`config.mk`:
```
export PLATFORM = sky130hd
export DESIGN_NAME = mine_placer
export DESIGN_NICKNAME = d
export VERILOG_FILES = /design/src/rtl/ms_pkg.sv /design/src/rtl/lfsr16.sv /design/src/rtl/mine_placer.sv
export SDC_FILE = /design/constraint.sdc
export NUM_CORES = 1
export LEC_CHECK = 0
export BUFFER_PORTS_ARGS = -buffer_cell sky130_fd_sc_hd__buf_2
export CAP_MARGIN = 20
export CORE_ASPECT_RATIO = 1.5
export CORE_MARGIN = 2
export CORE_UTILIZATION = 40
export CTS_BUF_LIST = sky130_fd_sc_hd__clkbuf_2
export CTS_CLUSTER_DIAMETER = 40
export DETAILED_ROUTE_END_ITERATION = 6
export PLACE_DENSITY = 0.58
export SKIP_CTS_REPAIR_TIMING = 1
export SLEW_MARGIN = 10
export SYNTH_ARGS = -nofsm -noshare
export SYNTH_HDL_FRONTEND = slang
export SYNTH_SLANG_ARGS = --single-unit
```
`constraint.sdc`:
```
create_clock -name clka -period 4.2 [get_ports clka]
set_input_delay 0.21 -clock clka [delete_from_list [all_inputs] [get_ports clka]]
set_output_delay 0.21 -clock clka [all_outputs]
set_load 0.01 [all_outputs]
```
`src/rtl/ms_pkg.sv`:
```
// Shared minesweeper definitions: board geometry, LFSR constants and placer states.
// Used by the mine placer, the game datapath and the display logic.
package ms_pkg;
    localparam int CELLS = 25;
    localparam int POS_W = 5;

    localparam logic [15:0] LFSR_TAPS    = 16'hB400;
    localparam logic [15:0] SEED_DEFAULT = 16'hACE1;

    typedef enum logic [2:0] {
        IDLE,
        LOAD,
        DRAW,
        FILL,
        DONE
    } placer_state_e;
endpackage

```
`src/rtl/lfsr16.sv`:
```
// 16-bit right-shifting Galois LFSR with synchronous reset, parallel load and advance enable.
module lfsr16
    import ms_pkg::*;
#(
    parameter logic [15:0] RESET_VAL = ms_pkg::SEED_DEFAULT
) (
    input  logic        clk,
    input  logic        rst,
    input  logic        load,
    input  logic [15:0] load_val,
    input  logic        en,
    output logic [15:0] q
);
    // Load wins over advance so a new seed is never shifted in the same cycle.
    always_ff @(posedge clk) begin
        if (rst) begin
            q <= RESET_VAL;
        end else if (load) begin
            q <= load_val;
        end else if (en) begin
            q <= (q >> 1) ^ (q[0] ? LFSR_TAPS : 16'h0000);
        end
    end
endmodule

```
`src/rtl/mine_placer.sv`:
```
// Generates a NUM_MINES-mine mask for the 5x5 board: random LFSR draws, then lowest-free fill.
// Build option SAFE_CELL_EN adds a safe_cell input naming a cell that never receives a mine.
module mine_placer
    import ms_pkg::*;
#(
    parameter int          NUM_MINES    = 5,
    parameter int          MAX_TRIES    = 64,
    parameter logic [15:0] SEED_DEFAULT = ms_pkg::SEED_DEFAULT
) (
    input  logic                clka,
    input  logic                restart,
    input  logic                start,
    input  logic [15:0]         seed,
`ifdef SAFE_CELL_EN
    input  logic [POS_W-1:0]    safe_cell,
`endif
    output logic [CELLS-1:0]    mines,
    output logic                place_done,
    output logic                busy,
    output logic [POS_W-1:0]    mine_cnt,
    output placer_state_e       state
);
    // Handshake: start is a request level sampled only in IDLE/DONE; place_done is a
    // status level that stays high, with mines stable, until the next accepted start.

    if (NUM_MINES < 0 || NUM_MINES >= CELLS) begin : g_bad_num_mines
        $error("mine_placer: NUM_MINES out of range 0..CELLS-1");
    end
    if (MAX_TRIES < 0) begin : g_bad_max_tries
        $error("mine_placer: MAX_TRIES must be non-negative");
    end

    localparam int TRY_W = (MAX_TRIES < 1) ? 1 : $clog2(MAX_TRIES + 1);

    function automatic logic [POS_W-1:0] lowest_free(input logic [CELLS-1:0] taken);
        logic [POS_W-1:0] idx;
        idx = '0;
        for (int i = CELLS - 1; i >= 0; i--) begin
            if (!taken[i]) idx = POS_W'(i);
        end
        return idx;
    endfunction

    placer_state_e     state_n;
    logic [CELLS-1:0]  mines_n;
    logic [POS_W-1:0]  cnt_n;
    logic [TRY_W-1:0]  tries_q;
    logic [TRY_W-1:0]  tries_n;
    logic              lfsr_load;
    logic              lfsr_en;
    logic [15:0]       lfsr_q;
    logic [15:0]       load_val;
    logic [POS_W-1:0]  cand;
    logic [31:0]       blocked;
    logic [CELLS-1:0]  safe_mask;
    logic              accept;
    logic              unused_lfsr_hi;

    assign unused_lfsr_hi = ^lfsr_q[15:POS_W];
    assign load_val       = (seed == 16'h0000) ? SEED_DEFAULT : seed;
    assign cand           = lfsr_q[POS_W-1:0];

`ifdef SAFE_CELL_EN
    logic [POS_W-1:0] safe_q;

    always_ff @(posedge clka) begin
        if (restart) begin
            safe_q <= '1;
        end else if (lfsr_load) begin
            safe_q <= safe_cell;
        end
    end

    // Out-of-board safe_cell values exclude nothing.
    assign safe_mask = (safe_q < POS_W'(CELLS)) ? (CELLS'(1) << safe_q) : '0;
`else
    assign safe_mask = '0;
`endif

    // Codes 25..31 are permanently blocked so they count as tries but never place.
    assign blocked = {{(32 - CELLS){1'b1}}, mines | safe_mask};
    assign accept  = !blocked[cand];

    lfsr16 #(
        .RESET_VAL (SEED_DEFAULT)
    ) u_lfsr (
        .clk      (clka),
        .rst      (restart),
        .load     (lfsr_load),
        .load_val (load_val),
        .en       (lfsr_en),
        .q        (lfsr_q)
    );

    always_comb begin
        state_n   = state;
        mines_n   = mines;
        cnt_n     = mine_cnt;
        tries_n   = tries_q;
        lfsr_load = 1'b0;
        lfsr_en   = 1'b0;
        unique case (state)
            IDLE, DONE: begin
                if (start) begin
                    state_n   = LOAD;
                    lfsr_load = 1'b1;
                end
            end
            LOAD: begin
                mines_n = '0;
                cnt_n   = '0;
                tries_n = '0;
                if (NUM_MINES == 0)      state_n = DONE;
                else if (MAX_TRIES == 0) state_n = FILL;
                else                     state_n = DRAW;
            end
            DRAW: begin
                lfsr_en = 1'b1;
                tries_n = tries_q + TRY_W'(1);
                if (accept) begin
                    mines_n = mines | (CELLS'(1) << cand);
                    cnt_n   = mine_cnt + POS_W'(1);
                end
                if (cnt_n == POS_W'(NUM_MINES))      state_n = DONE;
                else if (tries_n == TRY_W'(MAX_TRIES)) state_n = FILL;
            end
            FILL: begin
                mines_n = mines | (CELLS'(1) << lowest_free(mines | safe_mask));
                cnt_n   = mine_cnt + POS_W'(1);
                if (cnt_n == POS_W'(NUM_MINES)) state_n = DONE;
            end
            default: state_n = IDLE;
        endcase
    end

    always_ff @(posedge clka) begin
        if (restart) begin
            state    <= IDLE;
            mines    <= '0;
            mine_cnt <= '0;
            tries_q  <= '0;
        end else begin
            state    <= state_n;
            mines    <= mines_n;
            mine_cnt <= cnt_n;
            tries_q  <= tries_n;
        end
    end

    assign place_done = (state == DONE);
    assign busy       = (state == LOAD) || (state == DRAW) || (state == FILL);
endmodule

```
# After elaboration in Yosys (flattened, before gate mapping)
# Cells that the tools add are included.
# totals
register_bits	56
latchBits	0
mem_bits_rw	0
mem_bits_ro	0
out_inout_bits	35
word_cells	80
n_memories	0
# classes
add_sub_neg	2
mul	0
div	0
n_lt_le_gt_ge	1
eq_ne	11
shifts	2
mux	46
bitwise_logic	3
n_reduce_logical	10
# ops
op	count
two-way mux 5 bit	28
one-hot mux 25 bit (3 select lines)	1
two-way mux 16 bit	4
OR 25 bit	2
left shift 1 x 5 -> 25 bit, first input constant	2
two-way mux 25 bit	1
zero test 16 bit	1
XOR 15 x 16 -> 16 bit	1
one-hot mux 5 bit (3 select lines)	1
one-hot mux 7 bit (2 select lines)	1
two-way mux 3 bit	4
one-hot mux 3 bit (4 select lines)	1
equality test 5 x 3 -> 1 bit, second input constant	2
adder 7 x 1 -> 7 bit, second input constant	1
equality test 7 bit, second input constant	1
equality test 3 x 2 -> 1 bit, second input constant	2
less-than comparator 5 x 6 -> 1 bit, second input constant	1
!= test 2 bit, second input constant	3
adder 5 x 1 -> 5 bit, second input constant	1
binary-select mux 1 bit (select 5 bit)	1
two-way mux 1 bit	4
nonzero test 2 bit	2
equality test 3 x 1 -> 1 bit, second input constant	1
equality test 3 bit, second input constant	1
other kinds (7)	8

# Logic depth before layout (Yosys ltp)
# logic_depth
depth_word	29
ltp_mapped	9
depth_no_buf	8

# By module
# Synthesis repeated with hierarchy kept, for this count alone.
# unflattened
hier_cells	414
hier_area_um2	3449.6
# modules_own_cells
module	n_inst	cells_per_inst	area_per_inst_um2
mine_placer	1	337	2653.8
lfsr16	1	77	795.8

# Least setup slack after synthesis
# Ideal clock, no wire load.
# synth_timing
path_kind	reg2reg
startpoint	register u_lfsr.q[1]
endpoint	register state[2]
setup_time_ns	0.123
t_arrival_ns	2.256
path_slack_ns	1.820
stages_incl_launch_ff	9
n_path_buf	1
period_less_slack_ns	2.380
cell_sequence	dfxtp_1 -> buf_2 -> mux4_2 -> mux2_2 -> o31ai_4 -> or4_1 -> o211ai_2 -> o221ai_1 -> mux2_1
# synth_between
elab_chain_len	7
word_cells_on_any_way	9
classes_between	eq/ne: 2; mux: 6; reduce/logical: 1
# synth_lines
element	line	source
start: declaration	lfsr16.sv:12	output logic [15:0] q
start signal: assignment	lfsr16.sv:19	q <= load_val;
start signal: assignment	lfsr16.sv:21	q <= (q >> 1) ^ (q[0] ? LFSR_TAPS : 16'h0000);
binary-select mux 1 bit (select 5 bit) (*)	mine_placer.sv:82	assign accept = !blocked[cand];
two-way mux 1 bit (not written as such) (*)	mine_placer.sv:82	
two-way mux 5 bit (*)	mine_placer.sv:120	if (accept) begin
two-way mux 5 bit (*)	mine_placer.sv:102	unique case (state)
equality test 5 x 3 -> 1 bit (*)	mine_placer.sv:124	if (cnt_n == POS_W'(NUM_MINES)) state_n = DONE;
two-way mux 3 bit or != test 3 bit (tied branches)	-	
one-hot mux 3 bit (4 select lines) or AND reduction 3 bit (tied branches)	-	
end signal: assignment	mine_placer.sv:143	state <= state_n;
end: declaration	mine_placer.sv:21	output placer_state_e state
# Every way passes the cells marked *; elsewhere a longest branch is shown, timed or not. The select of a mux whose other input is x is not followed.
# A chain may end at the register's enable or synchronous reset.

# Worst setup path after layout
# layout_timing
startpoint	register state[0]
endpoint	register mines[19]
# layout_between
elab_chain_len	3
word_cells_on_any_way	7
classes_between	eq/ne: 4; mux: 1; reduce/logical: 2
# layout_lines
element	line	source
equality test 3 x 2 -> 1 bit or equality test 3 x 1 -> 1 bit (tied branches)	mine_placer.sv:102	
!= test 2 bit (no source line) or nonzero test 3 bit (tied branches)	-	
AND reduction 2 bit (no source line)	-	
end signal: assignment	mine_placer.sv:144	mines <= mines_n;
end: declaration	mine_placer.sv:17	output logic [CELLS-1:0] mines,
# Several ways; a longest one is shown, not always the timed one.

==> metrics.md <==
| Metric | Value |
|---|---|
| Design area | 3550 um^2 |
| Clk_skew | 0.02427 ns |
| Depth of the worst hold-timing path | 3 |
| Avg Inst Size Synth | ~7.9 um^2 |
| Clock root cell | clkbuf_2 |
| Clk pin slew, worst setup/hold paths | roughly 0.27 ns |
| Status | completed |
| Worst slew pin tran | 0.6944 ns |
| Register area share after synthesis | 35.94% |
| Max-slew violations | 0 |
| Synth cell count leaders | 56 x dfxtp_1, 51 x nand2_1, 38 x nor2_1, 28 x o21ai_0, 24 x a21oi_1 |
| Final Net Count | 464 |
| GRT Total Usage | about a fifth |
| Peak supply drop | 233.0 uV |
| Full die area | 8535 um^2 |
| CTS H-tree depth | 2 |
| Crit Path Max Fanout | 20 |
| Sink Count | 56 |
| Power per cell area | 431.0 nW/um^2 |
| Num rows | 39 |
| Total Routed Length | 8874 um |
| TNS Setup | 0 ns |
| Cell Area, Placed | 3451 um^2 |
| Hold Crit Class | in -> reg |
| Initial antenna violation count | 0 |
| Antenna diode count | 0 |
| Dpl hpwl | 6469 um |
| WP data arrival | 3.33 ns |
| Min cycle time layout | ~2.9 ns |
| Via count | between 3,000 and 4,000 |
| RSZ-0062 raised after global routing | false |
| Synthesized Nets | 417 |
| GP Congestion | between 0.9 and 1 |
| Num CTS Buffers | 5 |
| Layout cells sized above 1 | 17.61% |
| Largest net degree at the start of global routing | 39 |
| Primary FF master, synth | dfxtp_1 |
| Met2 Track Usage GR | 37.98% |
| Yosys warning count | 0 |
| Hold Fails Final Rpt | 0 |
| RR Startpoint | state[0] |
| First-pass GRT wire length | 14,550 um |
| Yosys cell types | 57 |
| 1st-iter DRT viols | 184 |
| Most numerous cell in the Yosys netlist | dfxtp_1 |
| Post-synth EDFFs | 0 |
| Cell area after synthesis | 3119 um^2 |
| Period utilization | between 70% and 80% |
| CP Capture Type | flip-flop |
| CTS Buffer Depth | 2 |
| # DRC | 0 |
| CP Class | reg -> reg |
| First-pass iteration count of the detailed router | 4 |
| Gr busiest metal | met2 |
| Average vias per placed instance | 5.736 |
| IO Port Bufs | 53 |
| R2R Path End | mines[19] |
| IO Pins | 54 |
| WHS | between 0.015 and 0.02 ns |
| GRT Residual Overflow | 0 |
| Max-cap viol count | 0 |
| Slew headroom | 53.31% |
| Post-route ant nets | 0 |
| Reg2reg path depth | 6 |
| CORE AREA | 7612 um^2 |
| Dominant cells by area after synthesis | dfxtp_1 36%, nand2_1 6.1%, nor2_1 4.6% |
| Worst EP required | 4.59 ns |
| Area leader, netlist | dfxtp_1 |
| Die X-Extent | roughly 76 um |
| FFs w/ async S/R, synth | 0% |
| Syn Inst Count | slightly below 400 |
| Endpoint, Worst Hold | u_lfsr.q[10] |
| Initial cell density of the core | 40.98% |
| Vias in the first global route | between 2,000 and 3,000 |
| Clock latency on the worst-skew pair | 0.44 ns |
| P_leak | 1.351 nW |
| Area delta synth->final | 13.80% |
| Final setup violation count | 0 |
| #FFs+latches synth | 56 |
| CP startpoint kind | flip-flop |
| Slack of the worst reg-to-reg path | 1.26 ns |
| Die outline height | 112.2 um |
| Wire length per cell | 16.28 um |
| Worst Min Path Start | seed[10] |
| CTS tree | yes |
| Top cell type's share of synthesized area | 35.94% |
| F_max | 0.3401 GHz |
| Grt met1 use | 24.18% |
| GRT met3 Usage | 2.572% |
how the worst max path moves through the flow:
stage	startpoint	to	slack (ns)	depth (start not counted)
after floorplan	u_lfsr.q[1]	state[2]	1.82	8
after global placement	state[0]	mines[19]	1.31	6
after detailed placement	state[0]	mines[20]	1.33	6
after CTS	state[0]	mines[20]	1.26	6
after global routing	state[0]	mines[17]	1.10	6
final	state[0]	mines[19]	1.26	6
layout make-up:
type / count / area (um^2)
clock buffers: 7 / 35.03
clock inverters: 1 / 3.754
fillers: 802 / 4063
inverters: 12 / 45.04
multi-input cells: 304 / 1862
flip-flops and latches: 56 / 1121
well taps: 102 / 127.6
repair buffers: 63 / 355.3
layout by cell type (no fill, tap or decap), types with 4 or more instances in the layout:
cell	synthesis	routed
or3_1	6	6
nand2_1	51	51
nand2b_1	6	6
o22ai_1	10	10
and3_1	4	4
nor2_1	38	38
nor3_1	15	15
buf_2	4	53
dlygate4sd3_1	0	6
nor4_1	5	5
a22oi_1	4	4
mux4_2	5	5
a211oi_1	4	4
a21oi_1	24	24
clkbuf_2	0	7
inv_1	12	12
dfxtp_1	56	56
and2_1	5	5
nor2b_1	6	6
a221oi_1	7	7
buf_4	0	4
a22o_1	9	9
nor3b_1	5	5
o21ai_1	5	5
nand3_1	8	8
o21ai_0	28	28
nand4_1	9	9
flip-flops by register name, indices dropped and copies added (netlist names):
name / cells
mine_cnt: 5
tries_q: 7
u_lfsr.q: 16
state: 3
mines: 25
worst max-delay path, cell delays in order (launching register included):
cell	delay, ns
dfxtp_1	0.83
nand2_1	0.40
nor4_1	0.47
and3_1	0.24
a21oi_1	0.12
or4_1	0.65
o21ai_0	0.17
cells by family after synthesis:
kind of cell | Yosys count | synth area share (%)
buf+inv | 35 | 4.372
flops | 56 | 35.94
mux | 10 | 5.295
compound gates | 115 | 24.35
fa+ha+maj | 3 | 1.203
simple gates | 171 | 27.44
xor+xnor | 5 | 1.404
power by group:
group          switching, mW  total (mW)  leakage, nW  internal (mW)
clock                  0.165       0.209       0.0306         0.0445
combinational          0.362       0.603        0.865          0.241
sequential             0.116       0.717        0.456          0.601
metal layers:
layer | part of all wire, % | vias to the layer above
li1 | - | 1543
met1 | 42 | 1475
met4 | 2.6 | 0
met5 | 0 | -
met2 | 52 | 90
met3 | 3.0 | 18
metrics by stage:
step / setup WS, ns / cells / util (%) / total power [mW]
floorplan: 1.820 / 395 / - / 1.153
global placement: 1.310 / 531 / 45.33 / 1.316
detailed placement: 1.331 / 531 / 45.33 / 1.323
CTS: 1.261 / 539 / 45.84 / 1.533
global route: 1.104 / 545 / 46.63 / 1.642
finish: 1.259 / 545 / 46.63 / 1.530
No activity file was read; power rests on OpenSTA's default activity.
